===== src/rtl/result_bcd_converter.sv =====
// Sequential binary-to-BCD converter for a 16-bit ALU result.
// Runs one double-dabble iteration per clock and publishes the result with a one-cycle done pulse.
module result_bcd_converter (
    input  logic        clk,
    input  logic        reset,
    input  logic        start,
    input  logic [7:0]  out,
    input  logic [7:0]  extended_out,
    input  logic        overflow,
    input  logic        carry,
    input  logic        signed_mode,
    output logic [19:0] bcd,
    output logic        negative,
    output logic        ovf_flag,
    output logic        carry_flag,
    output logic        busy,
    output logic        done
);

    localparam int NUM_DIGITS = 5;
    localparam int ITERS      = 16;

    localparam logic [1:0] IDLE    = 2'd0;
    localparam logic [1:0] CONVERT = 2'd1;
    localparam logic [1:0] DONE    = 2'd2;

    logic [1:0]  state;
    logic [19:0] scratch;
    logic [15:0] mag;
    logic [3:0]  cnt;
    logic        sign_q;
    logic        ovf_q;
    logic        carry_q;

    logic [15:0] operand;
    logic        neg_in;
    logic [15:0] mag_in;
    logic [19:0] adj;
    logic [19:0] nxt_scratch;
    logic [15:0] nxt_mag;

    assign operand = {extended_out, out};
    assign neg_in  = signed_mode & operand[15];
    // 0x8000 negates to itself, which read unsigned is exactly 32768.
    assign mag_in  = neg_in ? (~operand + 16'd1) : operand;

    always_comb begin
        adj = scratch;
        for (int i = 0; i < NUM_DIGITS; i++) begin
            if (scratch[i*4 +: 4] >= 4'd5)
                adj[i*4 +: 4] = scratch[i*4 +: 4] + 4'd3;
        end
    end

    assign nxt_scratch = {adj[18:0], mag[15]};
    assign nxt_mag     = {mag[14:0], 1'b0};
    assign busy        = (state != IDLE);

    always_ff @(posedge clk or posedge reset) begin
        if (reset) begin
            state      <= IDLE;
            scratch    <= '0;
            mag        <= '0;
            cnt        <= '0;
            sign_q     <= 1'b0;
            ovf_q      <= 1'b0;
            carry_q    <= 1'b0;
            bcd        <= '0;
            negative   <= 1'b0;
            ovf_flag   <= 1'b0;
            carry_flag <= 1'b0;
            done       <= 1'b0;
        end else begin
            case (state)
                IDLE: begin
                    done <= 1'b0;
                    if (start) begin
                        mag     <= mag_in;
                        sign_q  <= neg_in;
                        ovf_q   <= overflow;
                        carry_q <= carry;
                        scratch <= '0;
                        cnt     <= '0;
                        state   <= CONVERT;
                    end
                end
                CONVERT: begin
                    scratch <= nxt_scratch;
                    mag     <= nxt_mag;
                    cnt     <= cnt + 4'd1;
                    // Last iteration: publish the freshly shifted digits in the same edge.
                    if (cnt == 4'(ITERS - 1)) begin
                        bcd        <= nxt_scratch;
                        negative   <= sign_q;
                        ovf_flag   <= ovf_q;
                        carry_flag <= carry_q;
                        done       <= 1'b1;
                        state      <= DONE;
                    end
                end
                DONE: begin
                    done  <= 1'b0;
                    state <= IDLE;
                end
                default: begin
                    done  <= 1'b0;
                    state <= IDLE;
                end
            endcase
        end
    end

endmodule


===== config.mk =====
export PLATFORM = sky130hd
export DESIGN_NAME = result_bcd_converter
export DESIGN_NICKNAME = d
export VERILOG_FILES = /design/src/rtl/result_bcd_converter.sv
export SDC_FILE = /design/constraint.sdc
export NUM_CORES = 1
export LEC_CHECK = 0
export CORE_ASPECT_RATIO = 0.5
export CORE_UTILIZATION = 28
export CTS_BUF_LIST = sky130_fd_sc_hd__clkbuf_8
export DETAILED_ROUTE_END_ITERATION = 10
export HOLD_SLACK_MARGIN = 0.05
export PLACE_DENSITY_LB_ADDON = 0.1
export SYNTH_ARGS = -nofsm -noshare
export SYNTH_HDL_FRONTEND = slang
export SYNTH_SLANG_ARGS = --single-unit
export TNS_END_PERCENT = 20

===== constraint.sdc =====
create_clock -name clk -period 1.9 [get_ports clk]
set_input_delay 0.19 -clock clk [delete_from_list [all_inputs] [get_ports clk]]
set_output_delay 0.19 -clock clk [all_outputs]
set_load 0.03 [all_outputs]

==> run summary <==
Ant. Diodes: 0
CTS buffer count: 9
largest net degree at the start of global routing: 45
CP delay by family, top: flip-flops
clk slew on worst S/H paths: 0.07 ns
GP Congestion: 0.742
clock skew: 0.00771 ns
Flop pwr share: 35.5%
Max clock buf depth: 2
Area contributors post-synth: dfrtp_1 (51%), o21ai_0 (8.7%), nand2_1 (5.1%)
Worst setup SP type: flop
Vias: 2662
R2R cell count: 6
post-synthesis cell type with the largest combined area: dfrtp_1
I/O pin cnt: 47
die area: 12700 µm²
class of the worst hold path: in2async
Max VDD drop: 0.000387 V
#FFs+latches synth: 69
Area growth syn-to-layout: 29.3%
Hold WS: 0.200 ns
WL per Instance: 13.5 µm
Avg Inst Size Synth: 9.67 µm²
worst skew pair latency: 0.35 ns
first-pass GRT wire length: 13100 µm
register area share after synthesis: 50.6%
Post-synth ARST share: 100%
sw frac: 39.2%
CTS Sinks: 69
Starting DRT DRC Count: 108
CTS tree: done
net switching power: 0.00280 W
Post-CTS Setup Repair Bufs: 0
most frequent cell after synthesis: dfrtp_1
ANT nets after route: 0
P_int: 0.00435 W
Post-Route WL: 7780 µm
status: completed
worst slack at placement: -0.0147 ns
worst rel slew slack: 66.7%
Worst Path Required: 2.17 ns
FILL cells: 1220
setup violators final: 0
DR pass1 iterations: 4
total negative slack: 0 ns
nets@finish: 441
vias in the first global route: 2674
Period Utilization, post-route: 88.4%
drt drc: 0
CP arrival: 1.95 ns
PnR worst setup slack: 0.221 ns
row cnt: 28
CP Class: reg2reg
PortBufs: 46
Worst setup EP type: flop
CTS root buf: clkbuf_8
Core ar.: 11800 µm²
Final Max Tran Viols: 0
worst reg2reg path endpoint: bcd[2]
Initial Utilization: 28.8%
Comb pwr share: 44.3%
Reg2Reg Setup Slack: 0.22 ns
Die Width: 158 µm
setup repair after global routing missed its margin: false
area share of the largest cell type after synthesis: 50.6%
Netlist cell types: 36
worst r2r src: scratch[0]
fmax: 595 MHz
layout cell share with drive strength beyond 1: 12.6%
Final Non-Filler Cells: 577
Clk pwr share: 20.1%
cell types with the highest counts after synthesis: dfrtp_1 (69), o21ai_0 (59), nand2_1 (46)
Critical Path Max Stage Delay: 0.41 ns
Core Util, Final: 37.2%
Mapped Cells: 353
H-tree levels: 3
pwr dens: 1620 nW/µm²
CP Max Fanout: 4
EDFF count, synth: 0
total gr overflow: 0
count of final hold-check violations: 0
hpwl dp: 5560 µm
Placed Cells: 561
Worst Path Buf+Inv: 1
die height: 80.1 µm
Cell Chain, Critical Path: inv_1 -> ha_1 -> nand2b_1 -> a21oi_1 -> mux2_2 -> o21ai_0
MaxCap Viol Count: 0
CP max stage cell: dfrtp_1
yosys warns: 0
initial antenna violation count: 0
top_reg_cell synth: dfrtp_1
min cycle time layout: 1.68 ns
Synth Cell Area: 3410 µm²
syn_nets: 387
DR vias/cell: 4.61
Tot GR Track Use: 13.6%
Slew @ Worst Pin: 0.499 ns
P_leak: 1.86 nW
-- per-stage QoR --
stage          power, W  instance area (µm²)
6_report        0.00715                 4410
5_1_grt         0.00775                 4410
4_1_cts         0.00726                 4410
3_5_place_dp    0.00580                 4170
3_3_place_gp    0.00567                 4170
2_1_floorplan   0.00464                 3420
-- power by group through the flow --
stage | clock (W) | combinational (W) | sequential, W
after floorplan | 0 | 0.00173 | 0.00291
after global placement | 0 | 0.00312 | 0.00255
after detailed placement | 0 | 0.00323 | 0.00257
after CTS | 0.00149 | 0.00323 | 0.00254
after global routing | 0.00156 | 0.00356 | 0.00264
final | 0.00144 | 0.00317 | 0.00254
-- timing repair --
action,CTS,global route
setup endpoints to repair,1,0
resized for setup,1,0
hold buffers,0,0
-- final cells by class --
cell class	instances	area (µm²)	share of cell area, %
Sequential cell	69	1730	39.1
Inverter	15	60.1	1.36
Multi-Input combinational cell	251	1550	35.2
Tap cell	165	206	4.68
Clock buffer	13	179	4.06
Clock inverter	3	65.1	1.48
Timing Repair Buffer	61	622	14.1
-- how the worst max path moves through the flow --
stage	from	to	slack (ns)	cells past startpoint
detailed placement	out[0]	mag[10]	-0.01	8
CTS	scratch[0]	bcd[2]	0.22	6
global placement	out[0]	mag[10]	0.07	8
floorplan	scratch[0]	scratch[2]	0.41	6
global route	scratch[12]	bcd[14]	0.06	6
finish	scratch[0]	bcd[2]	0.22	6
-- cells in the final DEF, fill, tap and decap left out, drive strengths merged, types with 13 or more instances in the layout --
cell / count
nand2: 47
o21ai: 66
nand3: 18
buf: 15
a22oi: 13
dfrtp: 69
clkbuf: 13
clkdlybuf4s50: 45
inv: 14
-- layer usage --
| layer | vias up | share of wire, % | GRT usage [%] |
|---|---|---|---|
| li1 | 1337 | - | - |
| met1 | 1254 | 49 | 17.5 |
| met2 | 59 | 45 | 21.1 |
| met3 | 12 | 5.0 | 4.43 |
| met4 | 0 | 1.7 | 5.67 |
| met5 | - | 0 | 0 |
-- worst reg2reg max path, stage by stage (launching register included) --
cell      delay (ns)
dfrtp_1         0.41
inv_1           0.11
ha_1            0.22
nand2b_1        0.08
a21oi_1         0.26
mux2_2          0.38
o21ai_0         0.14
-- flip-flops by register name, summed over array words and instances, names as in the netlist --
register,flops
ovf_flag,1
carry_q,1
done,1
negative,1
ovf_q,1
scratch,20
sign_q,1
carry_flag,1
mag,16
state,2
bcd,20
cnt,4
-- cells by family after synthesis --
logic type / share of synthesized area (%)
multiplexers: 2.31
AO/OA/AOI/OAI: 17.6
flip-flops: 50.6
buffers and inverters: 3.92
AND/OR/NAND/NOR: 16.5
adder cells (fa/ha/maj): 4.40
XOR/XNOR: 4.62
Note: power is estimated with default switching activity, not from simulation.
==> RTL change: new RTL, config.mk and constraints unchanged <==
Set the localparam `NUM_DIGITS` to 4 (it was 5).
--- a/src/rtl/result_bcd_converter.sv
+++ b/src/rtl/result_bcd_converter.sv
@@ -19,3 +19,3 @@
 
-    localparam int NUM_DIGITS = 5;
+    localparam int NUM_DIGITS = 4;
     localparam int ITERS      = 16;
Function: no difference found for any inputs over 10 cycles, from zero or initial values and one cycle with reset high; that may be too few to reach the edited logic, so the function may still have changed.
==> RTL change against the original RTL <==
- routed wire length down 3.5%
- sequential power down 2%
- die area down 3.4%
- sequential cell count down 1
- area after synthesis down 3.5%
- total power down 8.6%
- non-clock buffer count up 3
- worst setup slack worse by 0.086 ns
- combinational power down 6.9%
- cell area down 3.8%
- largest cell class unchanged
- largest power group unchanged
==> RTL change: results (changes against the original RTL) <==
placed_design:
  gp_congestion: 0.793  # was 0.742
  place_area_um2: 4060  # was 4170 µm²
  pre_cts_ws_ns: -0.247  # was -0.0147 ns
  placedCellCount: 556  # was 561
  dp_hpwl_mm: 5.22  # was 5.56 mm
synth:
  yosys-top-cells-area: "dfrtp_1, o21ai_0, nand2_1"  # unchanged
  synthTopCellsByCount: "dfrtp_1, o21ai_0, nand2_1, clkbuf_1, inv_1"  # was dfrtp_1, o21ai_0, nand2_1, nand3_1, inv_1
  syn-num-nets: 381  # was 387
  synth_cell_types: 32  # was 36
  synth_cells: 349  # was 353
  seq_area_frac_synth_pct: 51.7  # was 50.6%
cells_and_area:
  stdcell_count: 572  # was 577
  reg_top3: "bcd: 20 flops, scratch: 19 flops, mag: 16 flops"  # was bcd: 20 flops, scratch: 20 flops, mag: 16 flops
  final_layout_size_suffix_gt1_share_pct: 10.9  # was 12.6%
  final_nets: 440  # was 441
  fillCellCount: 1157  # was 1220
power:
  intPower_mw: 3.89  # was 4.35 mW
  pg_comb_mw: 2.95  # was 3.17 mW
  p_seq_share_pct: 38.2  # was 35.5%
  ir_worst_vdd_mv: 0.392  # was 0.387 mV
  leakage_nw: 1.83  # was 1.86 nW
  clockPowerShare_pct: 16.8  # was 20.1%
run_status:
  status: "finished clean"  # unchanged
critical_path:
  cpMaxStageDelayCell: "clkdlybuf4s50_1"  # was dfrtp_1
  cpPeakStageDelay_ns: 0.59  # was 0.41 ns
route:
  drt_iter0_markers: 103  # was 108
  totalWireLength_mm: 7.51  # was 7.78 mm
  num_vias: 2597  # was 2662
clock_tree:
  clk_pin_slew_ns: 0.07  # about the same
global_route:
  grt_pass1_wl_mm: 12.8  # was 13.1 mm
  grt_max_degree: 69  # was 45
  grt_usage_pct: 13.6  # about the same
sta:
  skew_ns: 0.00623  # was 0.00771 ns
  slew_headroom_pct: 75.6  # was 66.7%
hold_path:
  hold_path.class: "in -> async"  # unchanged
[RTL change: worst max-delay path: cells and delay by family (launching register included)]
family / cells / cell delay [ns]
AND/OR/NAND/NOR: 1 / 0.17
flip-flops: 1 / 0.41
buffers and inverters: 2 / 0.65
[RTL change: what timing repair did]
action,CTS,global route
hold buffers,0,0
setup endpoints to repair,0,1
gates resized for setup,0,1
[RTL change: metal layers]
| metal | GRT usage, % | wire, µm | share of wire, % |
|---|---|---|---|
| met1 | 16.9 | 3720 | 50 |
| met5 | 0 | 0 | 0 |
| met2 | 22.7 | 3400 | 45 |
| met3 | 4.36 | 319 | 4.2 |
| met4 | 3.82 | 64 | 0.85 |
[RTL change: cell type report]
type / instances / area (µm²) / area share (%)
Clock buffer: 12 / 165 / 3.89
Clock inverter: 4 / 16.3 / 0.383
Inverter: 15 / 60.1 / 1.42
Multi-Input combinational cell: 250 / 1480 / 34.9
Sequential cell: 68 / 1700 / 40.1
Tap cell: 159 / 199 / 4.69
Timing Repair Buffer: 64 / 621 / 14.6
[RTL change: final timing paths]
| path | startpoint | endpoint | slack [ns] | cells past startpoint |
|---|---|---|---|---|
| min reg2reg | scratch[18] | bcd[19] | 0.47 | 2 |
| min | reset | done | 0.30 | 3 |
| max in group asynchronous | reset | mag[7] | 1.32 | 3 |
| max reg2reg | scratch[0] | scratch[2] | 0.19 | 6 |
| max | state[0] | busy | 0.14 | 3 |
| min in group clk | carry | carry_q | 0.39 | 3 |
[RTL change: cell families (layout without fill, tap and decap cells)]
kind of cell	count (synthesis)	in the layout	share of synthesized area [%]
and+or+nand+nor	118	118	17.7
adders and majority gates	10	10	3.80
xor gates and xnor gates	17	17	4.52
DFF	68	68	51.7
muxes	4	4	1.37
AOI/OAI and AO/OA	101	101	17.3
buffers and inverters	31	95	3.57
